`config.mk`:
```
export PLATFORM = sky130hd
export DESIGN_NAME = piso_serializer
export DESIGN_NICKNAME = d
export VERILOG_FILES = /design/src/rtl/piso_serializer.sv
export SDC_FILE = /design/constraint.sdc
export NUM_CORES = 1
export LEC_CHECK = 0
export ABC_AREA = 1
export CAP_MARGIN = 20
export CORE_MARGIN = 2
export CORE_UTILIZATION = 50
export DETAILED_ROUTE_END_ITERATION = 8
export GPL_TIMING_DRIVEN = 0
export PLACE_DENSITY_LB_ADDON = 0.12
export SLEW_MARGIN = 20
export SYNTH_ARGS = -nofsm -noshare
export SYNTH_HDL_FRONTEND = slang
export SYNTH_SLANG_ARGS = --single-unit
```
`constraint.sdc`:
```
create_clock -name clk -period 2.1 [get_ports clk]
set_input_delay 0.42 -clock clk [delete_from_list [all_inputs] [get_ports clk]]
set_output_delay 0.42 -clock clk [all_outputs]
set_load 0.02 [all_outputs]
```
`src/rtl/piso_serializer.sv`:
```
// piso_serializer: parallel-in, serial-out word serializer.
//
// A word is accepted over a load_valid/load_ready handshake and shifted out
// one bit per clock with shift_en high, MSB-first or LSB-first as selected by
// msb_first at accept time. The first bit appears one cycle after accept.
// Accepting a new word while the final bit is being taken gives gapless
// back-to-back frames.
//
// Optional feature (macro PISO_PARITY_EN): one extra bit slot after the data
// carrying the even parity (XOR) of the word; last then marks the parity bit.
//
// Ports:
//   clk         rising-edge clock
//   reset       asynchronous active-high reset
//   load_valid  producer has a word on load_data
//   load_data   word to serialize (WIDTH bits)
//   msb_first   1 = MSB first, 0 = LSB first; sampled on accept
//   load_ready  serializer can accept a word this cycle (combinational)
//   shift_en    consumer takes the current bit this cycle; 0 = stall
//   dout        current serial bit (registered)
//   dout_valid  dout holds a valid frame bit
//   last        dout is the final bit of the frame
//   busy        a frame is in progress
module piso_serializer #(
  parameter int WIDTH = 8,
  parameter int CNT_W = 3
) (
  input  logic             clk,
  input  logic             reset,
  input  logic             load_valid,
  input  logic [WIDTH-1:0] load_data,
  input  logic             msb_first,
  output logic             load_ready,
  input  logic             shift_en,
  output logic             dout,
  output logic             dout_valid,
  output logic             last,
  output logic             busy
);

  localparam logic [1:0] ST_IDLE   = 2'd0;
  localparam logic [1:0] ST_SHIFT  = 2'd1;
`ifdef PISO_PARITY_EN
  localparam logic [1:0] ST_PARITY = 2'd2;
`endif

  localparam logic [CNT_W-1:0] CNT_LAST = CNT_W'(WIDTH - 1);
  localparam logic [CNT_W-1:0] CNT_PEN  = CNT_W'(WIDTH - 2);

  logic [1:0]       state;
  logic [WIDTH-1:0] sreg;
  logic [CNT_W-1:0] cnt;
  logic             dir;      // captured msb_first for the current frame
`ifdef PISO_PARITY_EN
  logic             par;      // even parity of the captured word
`endif

  logic             final_data;
  logic             final_slot;
  logic             accept;
  logic [WIDTH-1:0] sreg_nxt;
  logic             bit_nxt;

  assign final_data = (state == ST_SHIFT) && (cnt == CNT_LAST);
`ifdef PISO_PARITY_EN
  assign final_slot = (state == ST_PARITY);
`else
  assign final_slot = final_data;
`endif

  // Ready while idle, or while the last bit of a frame is being taken, so a
  // waiting word follows with no idle cycle.
  assign load_ready = ~reset & ((state == ST_IDLE) | (final_slot & shift_en));
  assign accept     = load_valid & load_ready;

  // The bit that becomes visible after this shift is the neighbour of the
  // one currently on dout, in the captured direction.
  assign sreg_nxt = dir ? {sreg[WIDTH-2:0], 1'b0} : {1'b0, sreg[WIDTH-1:1]};
  assign bit_nxt  = dir ? sreg[WIDTH-2] : sreg[1];

  always_ff @(posedge clk or posedge reset) begin
    if (reset) begin
      state      <= ST_IDLE;
      sreg       <= '0;
      cnt        <= '0;
      dir        <= 1'b0;
`ifdef PISO_PARITY_EN
      par        <= 1'b0;
`endif
      dout       <= 1'b0;
      dout_valid <= 1'b0;
      last       <= 1'b0;
      busy       <= 1'b0;
    end else if (accept) begin
      state      <= ST_SHIFT;
      sreg       <= load_data;
      cnt        <= '0;
      dir        <= msb_first;
`ifdef PISO_PARITY_EN
      par        <= ^load_data;
`endif
      dout       <= msb_first ? load_data[WIDTH-1] : load_data[0];
      dout_valid <= 1'b1;
      last       <= 1'b0;
      busy       <= 1'b1;
    end else if (shift_en && state == ST_SHIFT && !final_data) begin
      sreg <= sreg_nxt;
      cnt  <= cnt + 1'b1;
      dout <= bit_nxt;
`ifdef PISO_PARITY_EN
      last <= 1'b0;
`else
      last <= (cnt == CNT_PEN);
`endif
`ifdef PISO_PARITY_EN
    end else if (shift_en && final_data) begin
      state <= ST_PARITY;
      dout  <= par;
      last  <= 1'b1;
`endif
    end else if (shift_en && final_slot) begin
      // Frame done and nothing waiting: drop back to idle.
      state      <= ST_IDLE;
      sreg       <= '0;
      cnt        <= '0;
      dout       <= 1'b0;
      dout_valid <= 1'b0;
      last       <= 1'b0;
      busy       <= 1'b0;
    end
  end

endmodule

```
==> metrics.txt, run 1 <==
fmax 0.515 GHz; asr flop ratio synth 100%; Post-synth top cells nand2_1, inv_1, dfrtp_1; area grow syn2layout 22.0%; Max Buffers Root-to-Sink 2; clock tree root driver cell clkbuf_4; area of the multi-input gates 484 um^2; Core Region 1960 um^2; CP startpoint kind register; WL/cell 11.2 um; most frequent cell after synthesis nand2_1; Synth Instances 145; #FFs+latches synth 15; Total Routing Usage GR 20.6%; wirelength, routed 2170 um; drt drc 0; synth warn 0; final worst-path cycle share 92.5%; filler instances 204; DR vias 961; final setup vio count 0; worst hold path class in2reg; Crit Path Max Fanout 3; largest cells by area after synthesis dfrtp_1, nand2_1, inv_1, nand4_1, nand3_1; Yosys top cell area share 36.4%; clk sinks 15; hold_sp load_valid; relative slew slack 85.3%; Req. time, crit path 1.68 ns; I/O pins 18; total gr overflow 0; RSZ-0062 raised after global routing no; Final Hold Vio Count 0; post-route minimum period 1.94 ns; Clk Latency, worst-skew pair 0.28 ns; Slew @ Worst Pin 0.220 ns; Power Density 1100 nW/um^2; syn_nets 161; remaining antenna violation count 0; status finished, final reports clean; FF+latch area 375 um^2; Leak Pwr 0.727 nW; library cells used by synthesis 18; Buffers on Ports 16; DRT Pass-1 Iters 4; Antenna Cells 0; syn avg cell area 7.11 um^2; crit path DAT 1.52 ns; CTS clock-pin slew for the worst setup and hold paths 0.10 ns; Final Max Slew Viols 0; Vias/cell 4.98; sequential share of the synthesized area 36.4%; routability cong. 0.867; Max VDD drop 0.664 mV; FF-to-FF Start cnt[1]; CTS tree done; layout cells sized above 1 13.3%; worst setup margin 0.157 ns; final net count 183; Num CTS Buffers 3; DR iter-0 viols 15; Setup WS pre-CTS -0.141 ns; Mapped Area 1030 um^2; first-pass GRT wire length 3950 um; initial antenna violation count 0; EDFF count, synth 0; WHS 0.476 ns; vias in the first global route 901; die height 49.4 um; Final TNS setup 0 ns; Cell Rows 16; Setup CP Type reg2out; largest net degree at the start of global routing 25; Synth area leader dfrtp_1; die area 2440 um^2; Final Skew 0.00703 ns; H-tree levels 1; worst setup path start cnt[1]; die width 49.4 um; cts hold-fix bufs 0; critical path capture point type output port; dpl hpwl 1550 um; maxcap violations 0; starting density of the core 52.6%; ys flop type dfrtp_1
-- cells by family (layout without fill, tap and decap cells) --
group	count (synthesis)	in the layout	synth area share (%)
flops	15	15	36.4
fa+ha+maj	3	3	3.64
compound gates	5	5	2.79
simple gates	93	93	40.3
buf+inv	29	50	16.9
-- routing by layer --
metal  global-route usage, %  routed length (um)  vias to the layer above
li1                        -                   -                      490
met1                    26.2                 984                      451
met2                    37.2                1100                       18
met3                    2.76                  72                        2
met4                    4.17                  10                        0
met5                       0                   0                        -
-- layout by cell type, fill, tap and decap left out, types with 2 or more instances in the layout --
master	n
nand2_1	65
inv_1	20
dfrtp_1	15
clkdlybuf4s50_1	15
nand3_1	11
nand4_1	9
buf_6	4
nand2_2	3
clkbuf_8	3
o21ai_0	3
clkbuf_4	3
buf_2	2
nor2_1	2
ha_1	2
buf_4	2
-- where the power goes --
part           total [mW]  switching, mW  internal, mW
logic               0.718          0.404         0.315
registers           0.497         0.0889         0.409
clock network       0.167         0.0966        0.0706
total                1.38          0.589         0.794
-- critical path: stages, from the launching register on --
cell     delay, ns
dfrtp_1       0.40
ha_1          0.19
ha_2          0.24
nand2_2       0.07
a21oi_1       0.15
buf_2         0.20
-- cell type report --
| cell class | count | area share, % |
|---|---|---|
| timing repair buffer | 17 | 12.9 |
| inverter | 20 | 5.97 |
| tap | 27 | 2.69 |
| sequential | 15 | 29.9 |
| buffer | 9 | 7.86 |
| multi-input combinational | 101 | 38.5 |
| clock inverter | 1 | 0.398 |
| clock buffer | 3 | 1.79 |
-- flip-flops by register name (all words and copies together), names as in the netlist --
signal  count
busy        1
cnt         3
dir         1
dout        1
last        1
sreg        8
-- metrics by stage --
step,instances,utilization (%),cell area (um^2),total power [mW]
global placement,188,62.4,1220,1.18
detailed placement,188,62.4,1220,1.20
CTS,192,64.0,1260,1.38
global route,193,64.1,1260,1.53
finish,193,64.1,1260,1.38
floorplan,145,-,1030,1.00
-- path summary, 6_finish.rpt --
kind,endpoint,slack [ns],cells past startpoint
min reg2reg,sreg[7],0.52,2
max in group asynchronous,sreg[2],1.36,3
min,dout,0.48,3
max reg2reg,dout,0.58,8
min in group asynchronous,last,0.56,3
max,load_ready,0.16,5
-- what timing repair did --
item | 4_1_cts | 5_1_grt
pin swaps | 0 | 0
gates resized for setup | 4 | 1
endpoints found under the setup margin | 1 | 1
setup buffers | 0 | 1
hold endpoints to repair | 0 | 0
No activity file was read; power rests on OpenSTA's default activity.
==> run 2, diff against run 1 <==
- CORE_UTILIZATION: 50 -> 31
==> run 2 against run 1 <==
  * Non-clock buffer count shrank 1
  * Critical path type unchanged
  * Register-to-register slack is essentially flat
  * Utilization shrank 23 points
  * Clock-buffer cell count grew 1
  * Final area grew 0.80%
  * Total power shrank 2.2%
==> metrics.txt, run 2 (synthesis gave the netlist of run 1 again) <==
clk sinks 15; status finished, final reports clean; CTS tree done; dpl hpwl 1600 um; Leak Pwr 0.721 nW; sequential share of power 36.5%; WL/cell 10.7 um; clock tree root driver cell clkbuf_4; filler instances 358; Power Density 1070 nW/um^2; DR iter-0 viols 21; max FFs per register 8; DR vias 904; Psw 570 uW; Largest regs sreg x8, cnt x3; Slew @ Worst Pin 0.221 ns; drt drc 0; critical path capture point type output port; total gr overflow 0; die height 61.7 um; CP startpoint kind register; Core Region 3100 um^2; Reg2Reg Depth 9; Combinational Power Share 51.4%; I/O pins 18; Max VDD drop 0.388 mV; Cell Rows 20; Final Hold Vio Count 0; Crit Path Max Fanout 3; r2r endpoint sreg[1]; Req. time, crit path 1.68 ns; DRT Pass-1 Iters 4; die width 61.7 um; layout cells sized above 1 11.5%; P_int 783 uW; final worst-path cycle share 88.8%; RSZ-0062 raised after global routing no; remaining antenna violation count 0; final net count 182; commonest non-fill, non-tap cells in the layout nand2_1, inv_1, dfrtp_1, clkdlybuf4s50_1, nand3_1; vias in the first global route 834; reg2reg setup slack 0.59 ns; Final Max Slew Viols 0; routability cong. 0.763; die area 3800 um^2; worst setup path start cnt[1]; crit path DAT 1.45 ns; Setup CP Type reg2out; most common cell after layout, fill and taps aside nand2_1; Power, Total 1.35 mW; post-route minimum period 1.87 ns; H-tree levels 1; fmax 0.536 GHz; Final Skew 0.00392 ns; final core occ 40.8%; Reg with most FFs sreg; FF-to-FF Start cnt[1]; starting density of the core 33.2%; area grow syn2layout 22.9%; initial antenna violation count 0; wirelength, routed 2240 um; switching share of total power 42.1%; Antenna Cells 0; power share of the clock group 12.1%; Num CTS Buffers 3; Buffers on Ports 16; first-pass GRT wire length 3680 um; final setup vio count 0; worst hold path class in2reg; relative slew slack 85.2%; largest net degree at the start of global routing 25; Max Buffers Root-to-Sink 2; Vias/cell 4.33; worst setup margin 0.235 ns; Setup WS pre-CTS -0.0512 ns; CP endpoint load_ready; CTS clock-pin slew for the worst setup and hold paths 0.09 ns; Clk Latency, worst-skew pair 0.28 ns; maxcap violations 0; Total Routing Usage GR 13.4%; Final TNS setup 0 ns
==> run 2: cell types whose count changed in the layout (fill, tap and decap cells not counted), sizes merged <==
| cell | change |
|---|---|
| buf | -2 |
| clkbuf | +2 |
| clkinv | -1 |
==> run 2: layout make-up <==
type / instances / area (um^2) / area share, %
Clock buffer: 4 / 26.3 / 2.07
Timing Repair Buffer: 16 / 155 / 12.2
Sequential cell: 15 / 375 / 29.6
Buffer: 9 / 98.8 / 7.80
Tap cell: 44 / 55.1 / 4.34
Multi-Input combinational cell: 101 / 482 / 38.0
Inverter: 20 / 75.1 / 5.92
==> run 2: stage by stage <==
stage                     instance area [um^2]  hold WS (ns)  std cells
after floorplan                           1030         0.382        145
final                                     1270         0.472        209
after global routing                      1270         0.479        209
after global placement                    1250         0.496        205
after CTS                                 1270         0.464        209
after detailed placement                  1250         0.499        205
==> run 2: power by group through the flow <==
stage / Combinational [mW] / Sequential, mW / Clock [mW]
5_1_grt: 0.805 / 0.509 / 0.187
6_report: 0.695 / 0.494 / 0.164
2_1_floorplan: 0.500 / 0.503 / 0
4_1_cts: 0.708 / 0.494 / 0.180
3_3_place_gp: 0.695 / 0.498 / 0
3_5_place_dp: 0.708 / 0.499 / 0
==> run 2: layer usage <==
| layer | GRT usage [%] | share of wire [%] | up-vias |
|---|---|---|---|
| li1 | - | - | 487 |
| met1 | 18.3 | 51 | 404 |
| met2 | 21.4 | 45 | 11 |
| met3 | 1.89 | 2.9 | 2 |
| met4 | 5.47 | 0.67 | 0 |
| met5 | 0 | 0 | - |
==> run 2: critical path, cell delays in order (launching register included) <==
cell	delay (ns)
dfrtp_1	0.39
ha_1	0.16
ha_1	0.24
nand2_2	0.08
a21oi_1	0.12
clkbuf_2	0.18
==> run 2: worst min path at each step <==
stage / start / cells past startpoint / slack (ns) / end
finish: load_valid / 3 / 0.47 / dout
global route: load_valid / 4 / 0.48 / sreg[7]
CTS: load_valid / 4 / 0.46 / sreg[2]
detailed placement: sreg[0] / 2 / 0.50 / sreg[0]
global placement: sreg[7] / 2 / 0.50 / sreg[7]
floorplan: reset / 2 / 0.38 / busy
==> run 2: what timing repair did <==
action,CTS,global route
setup endpoints to repair,1,1
setup buffers,0,0
cloned,0,0
gates resized for setup,1,2
pin swaps,0,0
hold buffers,0,0
==> run 3, diff against run 2 <==
- CORE_ASPECT_RATIO: default -> 1.5
- DONT_BUFFER_PORTS: default -> 1
- HOLD_SLACK_MARGIN: default -> 0.1
==> run 3 against run 2 <==
  * Global-route usage up 0.66 points
  * Non-clock buffer count is 16 lower
  * Wire length increased by 0.31%
  * Fmax fell by 4.2%
  * Sequential power grew 5.3%
  * Register-to-register slack lost 0.03 ns
  * Combinational power decreased by 14%
  * Clock power grew 48%
  * Critical path type unchanged
  * Critical endpoint unchanged
  * Largest power group unchanged
==> metrics.txt, run 3 (synthesis gave the netlist of run 1 again) <==
status finished, final reports clean; fmax 0.514 GHz; Req. time, crit path 1.68 ns; vias in the first global route 880; routability cong. 0.747; fin cells 189; final worst-path cycle share 92.7%; starting density of the core 32.6%; cts hold-fix bufs 0; Leak Pwr 0.668 nW; Clk Latency, worst-skew pair 0.25 ns; critical path capture point type output port; Num CTS Buffers 3; remaining antenna violation count 0; Final TNS setup 0 ns; total gr overflow 0; drt drc 0; die width 51.1 um; Setup CP Type reg2out; CTS tree done; largest stage delay on the critical path 0.38 ns; worst hold path class in2async; clock tree root driver cell clkbuf_8; commonest non-fill, non-tap cells in the layout nand2_1, inv_1, dfrtp_1; worst-path cell chain ha_1 > ha_1 > nand2_2 > a21oi_1; Antenna Cells 0; Final Max Slew Viols 0; max FFs per register 8; DR iter-0 viols 18; DR vias 888; filler instances 346; die height 74.6 um; clk sinks 15; Power Density 1210 nW/um^2; Final Hold Vio Count 0; I/O pins 18; die area 3810 um^2; area post-placement 1080 um^2; Vias/cell 4.70; final setup vio count 0; FF+latch area 375 um^2; Reg with most FFs sreg; WHS 0.143 ns; wirelength, routed 2250 um; largest net degree at the start of global routing 25; Max Buffers Root-to-Sink 2; Max VDD drop 0.419 mV; Largest regs sreg x8, cnt x3; Post-CTS Setup Inserts 0; CTS clock-pin slew for the worst setup and hold paths 0.07 ns; post-route cell area 1130 um^2; # placed instances 185; slowest CP cell a21oi_1; post-route minimum period 1.95 ns; layout cells sized above 1 12.8%; Crit Path Max Fanout 3; CP startpoint kind register; Final Skew 0.00496 ns; most common cell after layout, fill and taps aside nand2_1; area of the multi-input gates 482 um^2; maxcap violations 0; Total Routing Usage GR 14.1%; initial antenna violation count 0; final net count 166; RSZ-0062 raised after global routing no; CP most frequent cell ha_1; Cell Rows 25; CTS-repair resized insts 0; Slew @ Worst Pin 0.450 ns; H-tree levels 1; dpl hpwl 1640 um; final core occ 35.7%; relative slew slack 70.1%; crit path DAT 1.53 ns; Buffers on Ports 0; area grow syn2layout 9.34%; first-pass GRT wire length 4080 um; DRT Pass-1 Iters 2; WL/cell 11.9 um; Core Region 3160 um^2
run 3: cell count changes in the layout (fill, tap and decap cells not counted):
cell             previous run  this run
clkbuf_1                    1         0
clkbuf_2                    1         0
clkbuf_4                    3         0
clkbuf_8                    3         6
clkdlybuf4s50_1            15         0
clkinv_2                    0         1
run 3: stage by stage:
step	total power, mW	setup slack (ns)
floorplan	1.00	0.537
global placement	1.12	0.435
detailed placement	1.13	0.413
CTS	1.38	0.120
global route	1.51	0.0516
finish	1.36	0.154
run 3: final cells by class:
class                   count  share of cell area (%)
clock inverters             1                   0.444
clock buffers               3                    3.66
plain buffers               9                    8.77
well taps                  40                    4.44
inverters                  20                    6.66
multi-input cells         101                    42.7
flip-flops and latches     15                    33.3
run 3: per-layer routing:
layer,share of wire [%],vias to the layer above,track usage [%]
met3,3.5,5,2.18
met4,2.1,0,6.31
met5,0,-,0
met1,43,416,17.4
met2,52,14,24.2
li1,-,453,-
run 3: final timing paths:
check	slack (ns)	to	startpoint	cells past startpoint
setup / recovery	0.15	load_ready	cnt[1]	4
hold / removal	0.14	busy	reset	2
setup reg to reg	0.56	sreg[1]	cnt[1]	9
hold reg to reg	0.51	sreg[7]	sreg[7]	2
max in group asynchronous	1.78	sreg[7]	reset	2
min in group clk	0.32	dir	msb_first	2
run 3: critical path: cells and delay by family (launching register included):
kind	cells	cell delay, ns
fa+ha+maj	2	0.42
flops	1	0.37
simple gates	1	0.09
compound gates	1	0.38
run 3: report_power, final:
group	total, mW	internal [mW]	switching (mW)
clock network	0.242	0.132	0.111
registers	0.520	0.409	0.111
logic	0.598	0.237	0.361
total	1.36	0.778	0.582
